## src/rtl/clb_cfg_pkg.sv

```systemverilog
// Shared types and constants for the CLB configuration loader: FSM states,
// preamble byte and the bit positions of each field inside a CLB frame.
package clb_cfg_pkg;

    typedef enum logic [2:0] {
        ST_HUNT,
        ST_LENGTH,
        ST_FRAME,
        ST_CHECK,
        ST_DONE,
        ST_ERROR
    } cfg_state_e;

    localparam logic [7:0] PREAMBLE = 8'hA5;
    localparam int         FRAME_W  = 37;

    // Frame layout, MSB first; two-bit fields are given by their LSB.
    localparam int MUX2_LSB       = 35;
    localparam int MUX3_LSB       = 33;
    localparam int MUX4_LSB       = 31;
    localparam int MUX5_LSB       = 29;
    localparam int MUX6_LSB       = 27;
    localparam int MEM_MSB        = 26;
    localparam int MEM_LSB        = 11;
    localparam int COMBOPTION_LSB = 9;
    localparam int O2M1_0_BIT     = 8;
    localparam int O2M2_0_BIT     = 7;
    localparam int O2M3_0_BIT     = 6;
    localparam int O2M1_1_BIT     = 5;
    localparam int O2M2_1_BIT     = 4;
    localparam int O2M3_1_BIT     = 3;
    localparam int DQMUX1_BIT     = 2;
    localparam int DQMUX2_BIT     = 1;
    localparam int FLOPORLATCH_BIT = 0;

endpackage

```

## src/rtl/clb_cfg_shifter.sv

```systemverilog
// Serial-in/parallel-out register with a wrapping bit counter. data already
// includes the bit being accepted this cycle, so a field is usable on its last edge.
module clb_cfg_shifter #(
    parameter int W = 8
) (
    input  logic         clk,
    input  logic         rst_n,
    input  logic         clr,
    input  logic         en,
    input  logic         din,
    output logic [W-1:0] data,
    output logic         last
);
    localparam int CW = (W > 1) ? $clog2(W) : 1;

    logic [W-1:0]  q;
    logic [CW-1:0] cnt;

    // While idle, data is the held contents, letting a trailing check reuse it.
    assign data = en ? {q[W-2:0], din} : q;
    assign last = en && (cnt == CW'(W - 1));

    always_ff @(posedge clk or negedge rst_n) begin
        if (!rst_n) begin
            q   <= '0;
            cnt <= '0;
        end else begin
            if (en)
                q <= data;
            if (clr)
                cnt <= '0;
            else if (en)
                cnt <= last ? '0 : cnt + CW'(1);
        end
    end

endmodule

```

## src/rtl/clb_config_loader.sv

```systemverilog
// Serial CLB configuration loader: hunts for the preamble, reads a frame count,
// then streams FRAME_W-bit frames out as write strobes. Define CLB_CFG_PARITY_EN
// to require an even-parity bit after every frame.
module clb_config_loader #(
    parameter int NUM_CLB = 64,
    parameter int FRAME_W = clb_cfg_pkg::FRAME_W
) (
    input  logic               K,
    input  logic               RST_N,
    input  logic               DIN,
    input  logic               DIN_VALID,
    output logic [FRAME_W-1:0] CFG_DATA,
    output logic [7:0]         CFG_ADDR,
    output logic               CFG_WE,
    output logic               DONE,
    output logic               ERR
);
    import clb_cfg_pkg::*;

    cfg_state_e         state, state_nxt;
    logic [7:0]         window, win_nxt;
    logic [7:0]         n_reg, idx;
    logic [7:0]         len_data;
    logic               len_last;
    logic [FRAME_W-1:0] frm_data;
    logic               frm_last;
    logic               wr, last_frame;

    assign win_nxt    = {window[6:0], DIN};
    assign last_frame = (idx + 8'd1 == n_reg);

    clb_cfg_shifter #(.W(8)) u_len (
        .clk  (K),
        .rst_n(RST_N),
        .clr  (state != ST_LENGTH),
        .en   (DIN_VALID && state == ST_LENGTH),
        .din  (DIN),
        .data (len_data),
        .last (len_last)
    );

    clb_cfg_shifter #(.W(FRAME_W)) u_frm (
        .clk  (K),
        .rst_n(RST_N),
        .clr  (state != ST_FRAME),
        .en   (DIN_VALID && state == ST_FRAME),
        .din  (DIN),
        .data (frm_data),
        .last (frm_last)
    );

    always_comb begin
        state_nxt = state;
        wr        = 1'b0;
        case (state)
            ST_HUNT:
                if (DIN_VALID && win_nxt == PREAMBLE)
                    state_nxt = ST_LENGTH;
            ST_LENGTH:
                if (len_last) begin
                    if (len_data == 8'd0)
                        state_nxt = ST_DONE;
                    else if (len_data > 8'(NUM_CLB))
                        state_nxt = ST_ERROR;
                    else
                        state_nxt = ST_FRAME;
                end
`ifdef CLB_CFG_PARITY_EN
            ST_FRAME:
                if (frm_last)
                    state_nxt = ST_CHECK;
            ST_CHECK:
                if (DIN_VALID) begin
                    if (^{frm_data, DIN}) begin
                        state_nxt = ST_ERROR;
                    end else begin
                        wr        = 1'b1;
                        state_nxt = last_frame ? ST_DONE : ST_FRAME;
                    end
                end
`else
            ST_FRAME:
                if (frm_last) begin
                    wr        = 1'b1;
                    state_nxt = last_frame ? ST_DONE : ST_FRAME;
                end
`endif
            default: ;
        endcase
    end

    always_ff @(posedge K or negedge RST_N) begin
        if (!RST_N) begin
            state    <= ST_HUNT;
            window   <= '0;
            n_reg    <= '0;
            idx      <= '0;
            CFG_DATA <= '0;
            CFG_ADDR <= '0;
            CFG_WE   <= 1'b0;
            DONE     <= 1'b0;
            ERR      <= 1'b0;
        end else begin
            state <= state_nxt;
            if (state == ST_HUNT && DIN_VALID)
                window <= win_nxt;
            if (len_last)
                n_reg <= len_data;
            if (state == ST_LENGTH)
                idx <= '0;
            else if (wr)
                idx <= idx + 8'd1;
            CFG_WE <= wr;
            if (wr) begin
                CFG_DATA <= frm_data;
                CFG_ADDR <= idx;
            end
            DONE <= (state_nxt == ST_DONE);
            ERR  <= (state_nxt == ST_ERROR);
        end
    end

endmodule
```

## config.mk

```make
export PLATFORM = sky130hd
export DESIGN_NAME = clb_config_loader
export DESIGN_NICKNAME = d
export VERILOG_FILES = /design/src/rtl/clb_cfg_pkg.sv /design/src/rtl/clb_cfg_shifter.sv /design/src/rtl/clb_config_loader.sv
export SDC_FILE = /design/constraint.sdc
export NUM_CORES = 1
export LEC_CHECK = 0
export BUFFER_PORTS_ARGS = -buffer_cell sky130_fd_sc_hd__buf_2
export CAP_MARGIN = 30
export CORE_ASPECT_RATIO = 1.5
export CORE_MARGIN = 10
export CORE_UTILIZATION = 54
export CTS_CLUSTER_DIAMETER = 100
export CTS_CLUSTER_SIZE = 16
export DETAILED_ROUTE_END_ITERATION = 8
export GPL_TIMING_DRIVEN = 0
export PLACE_DENSITY = 0.76
export REMOVE_ABC_BUFFERS = 1
export SLEW_MARGIN = 25
export SYNTH_ARGS = -nofsm -noshare
export SYNTH_HDL_FRONTEND = slang
export SYNTH_HIERARCHICAL = 1
export SYNTH_SLANG_ARGS = --single-unit
```

## constraint.sdc

```tcl
create_clock -name K -period 2.1 [get_ports K]
set_input_delay 0.105 -clock K [delete_from_list [all_inputs] [get_ports K]]
set_output_delay 0.105 -clock K [all_outputs]
set_load 0.01 [all_outputs]
```

==> results of run 1 <==
repair_timing:
action,CTS,global route
resized for setup,38,22
endpoints found under the setup margin,68,85
hold buffers,1,0
buffers inserted,13,17
cloned,6,5
hold endpoints to repair,61,0
pin swaps,13,9
cell usage after synthesis, types with 2 or more instances:
| library cell | number |
|---|---|
| xnor2_1 | 7 |
| nand3_1 | 4 |
| nand3b_1 | 3 |
| dfrtp_1 | 128 |
| or3_1 | 2 |
| nor2_1 | 18 |
| inv_1 | 6 |
| buf_6 | 2 |
| nand2_1 | 149 |
| a21o_1 | 2 |
| buf_2 | 11 |
| and3_1 | 4 |
| clkbuf_1 | 10 |
| ha_1 | 5 |
| mux2_2 | 105 |
| xor2_1 | 7 |
| o211ai_1 | 2 |
| nand4_1 | 4 |
| o41ai_1 | 3 |
| a21oi_1 | 2 |
| o21ai_0 | 7 |
| a31oi_1 | 5 |
| nor3b_1 | 4 |
| buf_4 | 3 |
| nor3_1 | 4 |
| o31ai_1 | 2 |
| buf_1 | 2 |
| mux2i_1 | 2 |
area by class of cell:
| type | count | area (sq um) |
|---|---|---|
| clock buffers | 21 | 450 |
| clock inverters | 11 | 115 |
| fillers | 676 | 3160 |
| inverters | 7 | 41.3 |
| multi-input cells | 368 | 2780 |
| flip-flops and latches | 128 | 3210 |
| well taps | 144 | 180 |
| repair buffers | 88 | 698 |
| repair inverters | 2 | 17.5 |
per-stage QoR:
stage | setup slack [ps] | area, sq um | util (%) | hold slack (ps) | total power (W)
2_1_floorplan | -3540 | 5760 | - | -191 | 0.00393
3_3_place_gp | -5510 | 6190 | 58.2 | 443 | 0.00421
3_5_place_dp | -1450 | 6300 | 59.2 | 71.1 | 0.00429
4_1_cts | -62.2 | 7210 | 67.7 | 20.5 | 0.00717
5_1_grt | -225 | 7490 | 70.3 | 29.2 | 0.00753
6_report | -108 | 7490 | 70.3 | 27.9 | 0.00721
critical path: cells and delay by family (launching register included):
kind            cells  cell delay [ps]
compound gates      2              570
buf+inv             1              130
flops               1              420
mux                 1              320
simple gates        3              620
worst min path at each step:
stage               slack [ps]  start      endpoint
floorplan                 -190  RST_N   CFG_ADDR[0]
global placement           440    DIN    u_frm/q[0]
detailed placement          70  RST_N  CFG_DATA[29]
CTS                         20    DIN     window[0]
global route                30    DIN     window[0]
finish                      30    DIN     window[0]
placed cells by master (no fill, tap or decap), types with 4 or more instances in the layout:
| cell | Yosys | final |
|---|---|---|
| a31oi_1 | 5 | 4 |
| buf_12 | 0 | 4 |
| buf_2 | 11 | 50 |
| buf_4 | 3 | 25 |
| clkbuf_16 | 0 | 19 |
| clkinv_2 | 0 | 5 |
| clkinvlp_4 | 0 | 4 |
| dfrtp_1 | 128 | 125 |
| ha_1 | 5 | 4 |
| inv_1 | 6 | 5 |
| mux2_2 | 105 | 99 |
| mux2_4 | 0 | 6 |
| nand2_1 | 149 | 148 |
| nand3_4 | 0 | 4 |
| nand4_1 | 4 | 4 |
| nor2_1 | 18 | 9 |
| nor2_4 | 0 | 6 |
| nor3b_1 | 4 | 4 |
| o21ai_1 | 0 | 4 |
| xnor2_1 | 7 | 7 |
| xor2_1 | 7 | 7 |
kinds of logic after synthesis:
group,count (synthesis)
XOR/XNOR,14
AO/OA/AOI/OAI,31
buffers and inverters,36
adder cells (fa/ha/maj),5
multiplexers,107
AND/OR/NAND/NOR,205
flip-flops,128
per-layer routing:
layer,part of all wire [%],routed length [um],vias to the layer above
li1,-,-,1989
met1,39,5360,2163
met2,54,7470,110
met3,5.2,713,28
met4,2.1,290,0
met5,0,0,-
power breakdown:
group	switching (W)	total, W	internal [W]
Clock	0.00105	0.00281	0.00176
Sequential	0.000364	0.00322	0.00286
Combinational	0.000520	0.00118	0.000658
Total	0.00194	0.00721	0.00528
==> impl_metrics.csv, run 1 <==
group,metric,value,unit
outcome,status,"finished with violations",
outcome,violations,"setup timing",
setup_path,worstPathArrival,2480,ps
power,powerDensity,963,nW/um^2
cts,clockBufferDepth,2,
timing,fmax,453,MHz
hold_path,min-delay-path-class,"in2reg",
global_route,grt_start_max_net_pins,68,
routing,vias,4290,
floorplanning,rows,46,
routing,drt-initial-drc-count,371,
cts,clockRootBuffer,"clkbuf_16",
logic_synthesis,synth_adder_area_share,1.06,%
timing,setup_viol,4,
setup_path,r2r_start,"state[1]",
logic_synthesis,synthTopCellsByArea,"dfrtp_1, mux2_2, nand2_1",
layout,diodes,0,
logic_synthesis,avgSynthCellArea,11.3,sq um
cts,clk_pin_slew,50,ps
setup_path,worst_setup_path_start_kind,"flop",
hold_path,whs_path_depth,2,
layout,largest_registers,"CFG_DATA: 37 flops, u_frm/q: 37 flops",
floorplanning,io_pins,52,
layout,drive_above_1_share,42.4,%
setup_path,slowest_delay,420,ps
logic_synthesis,yosysWarnings,6,
floorplanning,fp.dieH,148,um
logic_synthesis,synth_seq_cells,128,
logic_synthesis,synth_enable_flop_cells,0,
setup_path,worstSetupEndpoint,"ERR",
logic_synthesis,yosysSeqAreaShare,54.1,%
timing,drv_slew,0,
placed_design,dp_hpwl,7.13,mm
setup_path,critPathMaxFanout,4,
logic_synthesis,synth_xor_area_share,2.07,%
timing,finalHoldViolCount,0,
logic_synthesis,async_flop_share,100,%
setup_path,r2r_end,"ERR",
global_route,overflow,0,
routing,drt-total-wl,13.8,mm
routing,wire_per_inst,18.0,um
setup_path,worstPathRequired,2370,ps
placed_design,numPlacedInstances,695,
power,power.leakage,3.80,nW
timing,setup_tns,-329,ps
logic_synthesis,synth_cell_types,51,
logic_synthesis,synth_top_area_share,54.1,%
routing,first_pass_iters,4,
global_route,grt_busiest_layer,"met2",
cts,tritoncts,"yes",
setup_path,rr_worst_depth,7,
setup_path,crit_path_end_kind,"flop",
timing,rsz0062_at_grt,"yes",
logic_synthesis,synth-simple-area-share,15.4,%
setup_path,path_cells,"nor2_4 -> and3_4 -> buf_4 -> mux2_4 -> nand3b_1 -> o41ai_4 -> a222oi_1",
logic_synthesis,synth_top_family_by_area,"multiplexers",
timing,tightestPinTransition,527,ps
cts,numCtsBuffers,17,
cts,h-tree-depth,4,
cts,cts.sinks,128,
layout,layoutNonFillerInstCount,769,
routing,detail-route-antenna-nets,0,
cts,clock_latency,420,ps
placed_design,gp_congestion,0.776,
placed_design,port_buffers,51,
logic_synthesis,synth-compound-area-share,3.89,%
global_route,antenna_found_initial,0,
timing,period_share,105,%
global_route,met3_usage,6.14,%
global_route,grt_pass1_wl,21.5,mm
logic_synthesis,synth_ff_type,"dfrtp_1",
layout,area.growth.synth_to_final,26.5,%
timing,finalClockSkew,7.42,ps
setup_path,path_class,"reg2reg",
global_route,grt_usage,17.0,%
global_route,grt.met1_usage,18.1,%
logic_synthesis,synth_largest_area_cell,"dfrtp_1",
routing,via_per_inst,5.58,
routing,drc,0,
logic_synthesis,syn_inst,526,
logic_synthesis,synthMuxAreaShare,20.3,%
setup_path,critPathSlowestCell,"dfrtp_2",
job,drv_cap,0,
setup_path,ff2ff_setup_slack,-110,ps
power,ir_worst_vdd,0.000697,V
floorplanning,start_util,55.6,%
floorplanning,die_w,105,um
layout,nNetsFinal,621,
timing,slew_headroom,64.7,%
floorplanning,fp.dieArea,15600,sq um
global_route,grt_pass1_vias,4358,
floorplanning,core_region_area,10600,sq um
timing,layout_setup_ws,-108,ps
logic_synthesis,syn_area,5920,sq um
timing,min_period,2210,ps
global_route,grtUsageMet2,30.4,%
setup_path,crit_start,"state[1]",
No activity file was read; power rests on OpenSTA's default activity.
==> run 2: changes to the inputs <==
--- a/config.mk
+++ b/config.mk
@@ -5,16 +5,17 @@
 export SDC_FILE = /design/constraint.sdc
 export NUM_CORES = 1
 export LEC_CHECK = 0
+export ABC_AREA = 1
 export BUFFER_PORTS_ARGS = -buffer_cell sky130_fd_sc_hd__buf_2
 export CAP_MARGIN = 30
 export CORE_ASPECT_RATIO = 1.5
 export CORE_MARGIN = 10
-export CORE_UTILIZATION = 54
+export CORE_UTILIZATION = 53
 export CTS_CLUSTER_DIAMETER = 100
 export CTS_CLUSTER_SIZE = 16
 export DETAILED_ROUTE_END_ITERATION = 8
 export GPL_TIMING_DRIVEN = 0
-export PLACE_DENSITY = 0.76
+export PLACE_DENSITY = 0.75
 export REMOVE_ABC_BUFFERS = 1
 export SLEW_MARGIN = 25
 export SYNTH_ARGS = -nofsm -noshare
==> run 2 against run 1 <==
  * The flow still finishes with violations (setup timing)
  * Hold slack improved by 180 ps
  * Non-clock buffer count fell by 4
  * Final cell count rose by 20%
==> impl_metrics.csv, run 2 <==
group,metric,value,unit
setup_path,slowest_delay,440,ps
setup_path,worstPathRequired,2440,ps
placed_design,dp_hpwl,7.83,mm
logic_synthesis,synthTopCellsByArea,"dfrtp_1, nand2_1, o21ai_0",
layout,nNetsFinal,778,
global_route,grt_usage,17.9,%
setup_path,worst_setup_path_start_kind,"flop",
hold_path,min-delay-path-class,"in2async",
timing,rsz0062_at_grt,"yes",
logic_synthesis,yosysMostFrequentCell,"nand2_1",
cts,clockRootBuffer,"clkbuf_16",
timing,timing.hold.ws,208,ps
placed_design,port_buffers,51,
routing,via_per_inst,5.38,
outcome,violations,"setup timing",
floorplanning,core_region_area,10500,sq um
setup_path,critPathSlowestCell,"dfrtp_2",
logic_synthesis,yosysWarnings,6,
timing,finalClockSkew,6.55,ps
logic_synthesis,synth_largest_area_cell,"dfrtp_1",
cts,numCtsBuffers,17,
setup_path,r2r_end,"ERR",
global_route,grt_start_max_net_pins,67,
routing,drc,0,
cts,cts.sinks,128,
floorplanning,die_w,105,um
timing,fmax,438,MHz
routing,drt-total-wl,14.8,mm
cts,clockBufferDepth,2,
outcome,status,"finished with violations",
logic_synthesis,async_flop_share,100,%
setup_path,r2r_start,"state[2]",
logic_synthesis,syn_area,5700,sq um
logic_synthesis,synth_seq_cells,128,
layout,final_common_cell,"nand2_1",
logic_synthesis,yosysSeqAreaShare,56.2,%
timing,period_share,109,%
logic_synthesis,synth_cell_types,27,
timing,tightestPinTransition,508,ps
power,ir_worst_vdd,0.000582,V
cts,clock_latency,420,ps
timing,slew_headroom,66.1,%
setup_path,rr_worst_depth,16,
logic_synthesis,synth_enable_flop_cells,0,
cts,clk_pin_slew,60,ps
setup_path,crit_path_end_kind,"flop",
floorplanning,start_util,54.1,%
layout,drive_above_1_share,25.1,%
routing,wire_per_inst,16.0,um
layout,diodes,0,
floorplanning,io_pins,52,
placed_design,gp_congestion,0.791,
routing,vias,4979,
cts,tritoncts,"yes",
layout,fillerInstances,761,
global_route,grt_pass1_wl,22.8,mm
placed_design,numPlacedInstances,856,
timing,layout_setup_ws,-182,ps
timing,drv_slew,0,
logic_synthesis,syn_inst,685,
global_route,overflow,0,
cts,h-tree-depth,4,
setup_path,ff2ff_setup_slack,-180,ps
placed_design,dp_slack,-1120,ps
global_route,grt_pass1_vias,4974,
layout,largest_registers,"CFG_DATA: 37 flops, u_frm/q: 37 flops",
setup_path,worst_path_most_repeated_cell,"nand2_2",
setup_path,worstPathArrival,2620,ps
routing,detail-route-antenna-nets,0,
logic_synthesis,synth_top_area_share,56.2,%
layout,layoutNonFillerInstCount,926,
setup_path,critPathMaxFanout,5,
floorplanning,fp.dieH,147,um
timing,finalHoldViolCount,0,
logic_synthesis,avgSynthCellArea,8.32,sq um
layout,fin_util,69.3,%
setup_path,path_cells,"nor3_4 -> inv_2 -> nor2_4 -> inv_4 -> nand2_2 -> nand2_2 -> nor2_1 -> nand2_1 -> inv_1 -> nand2_2 -> or2_4 -> nand2_1 -> nand3_1 -> o21ai_2 -> nor2_2 -> nor2_1",
floorplanning,rows,46,
power,power.leakage,3.74,nW
global_route,antenna_found_initial,0,
layout,area.growth.synth_to_final,28.1,%
setup_path,path_class,"reg2reg",
timing,setup_viol,10,
routing,first_pass_iters,5,
power,powerDensity,787,nW/um^2
timing,setup_tns,-702,ps
logic_synthesis,synth_ff_type,"dfrtp_1",
job,drv_cap,0,
timing,min_period,2280,ps
logic_synthesis,synth_commonest_cells,"nand2_1, dfrtp_1, o21ai_0",
floorplanning,fp.dieArea,15400,sq um
routing,drt-initial-drc-count,438,
layout,mostFrequentLayoutCells,"nand2_1, dfrtp_1, o21ai_0",
-- run 2: worst max-delay path by stage --
stage | slack, ps | cells past startpoint | to | start
6_report | -180 | 16 | ERR | state[2]
5_1_grt | -320 | 16 | ERR | state[2]
2_1_floorplan | -2350 | 11 | idx[3] | state[2]
3_3_place_gp | -4200 | 11 | CFG_DATA[29] | state[2]
3_5_place_dp | -1120 | 15 | DONE | state[1]
4_1_cts | -80 | 14 | ERR | state[2]
-- run 2: logic make-up (layout without fill, tap and decap cells) --
kind of cell | Yosys count | count (layout) | synth area share [%]
AOI/OAI and AO/OA | 120 | 120 | 10.7
and+or+nand+nor | 335 | 339 | 24.7
DFF | 128 | 128 | 56.2
adders and majority gates | 5 | 5 | 1.10
xor gates and xnor gates | 1 | 1 | 0.154
buffers and inverters | 96 | 189 | 7.18
-- run 2: cell type report --
| cell class | instances | area [sq um] | share of cell area [%] |
|---|---|---|---|
| Sequential cell | 128 | 3200 | 43.9 |
| Multi-Input combinational cell | 465 | 2370 | 32.4 |
| Timing Repair Buffer | 84 | 592 | 8.10 |
| Clock buffer | 22 | 484 | 6.63 |
| Inverter | 70 | 310 | 4.25 |
| Tap cell | 144 | 180 | 2.47 |
| Clock inverter | 10 | 133 | 1.82 |
| Timing Repair inverter | 3 | 30.0 | 0.411 |
-- run 2: routing by layer --
metal  GRT usage, %  routed length, um  vias to the layer above  share of wire, %
met5              0                  0                        -                 0
met4           7.92                537                        0               3.6
met3           5.47                842                       45               5.7
met2           31.4               7660                      190                52
met1           19.3               5730                     2394                39
li1               -                  -                     2350                 -
-- run 2: power by group --
| group | internal (W) | switching, W |
|---|---|---|
| logic | 0.0000471 | 0.000119 |
| registers | 0.00252 | 0.0000230 |
| clock network | 0.00198 | 0.00106 |
| total | 0.00455 | 0.00120 |
-- run 2: what timing repair did --
| action | CTS | global route |
|---|---|---|
| cloned | 3 | 5 |
| hold buffers | 2 | 0 |
| setup endpoints to repair | 77 | 61 |
| gates resized for setup | 45 | 32 |
| hold endpoints to repair | 63 | 0 |
| buffers inserted | 16 | 12 |
| pin swaps | 13 | 12 |
-- run 2: critical path, delay by kind of cell, from the launching register on --
family                 cells  cell delay, ps
AO/OA/AOI/OAI              1              80
flip-flops                 1             440
AND/OR/NAND/NOR           12            1450
buffers and inverters      3             230
-- run 2: per-stage QoR --
stage               power [W]  area (sq um)
floorplan             0.00265          5560
global placement      0.00271          5990
finish                0.00575          7300
global route          0.00592          7300
detailed placement    0.00273          6060
CTS                   0.00576          7010
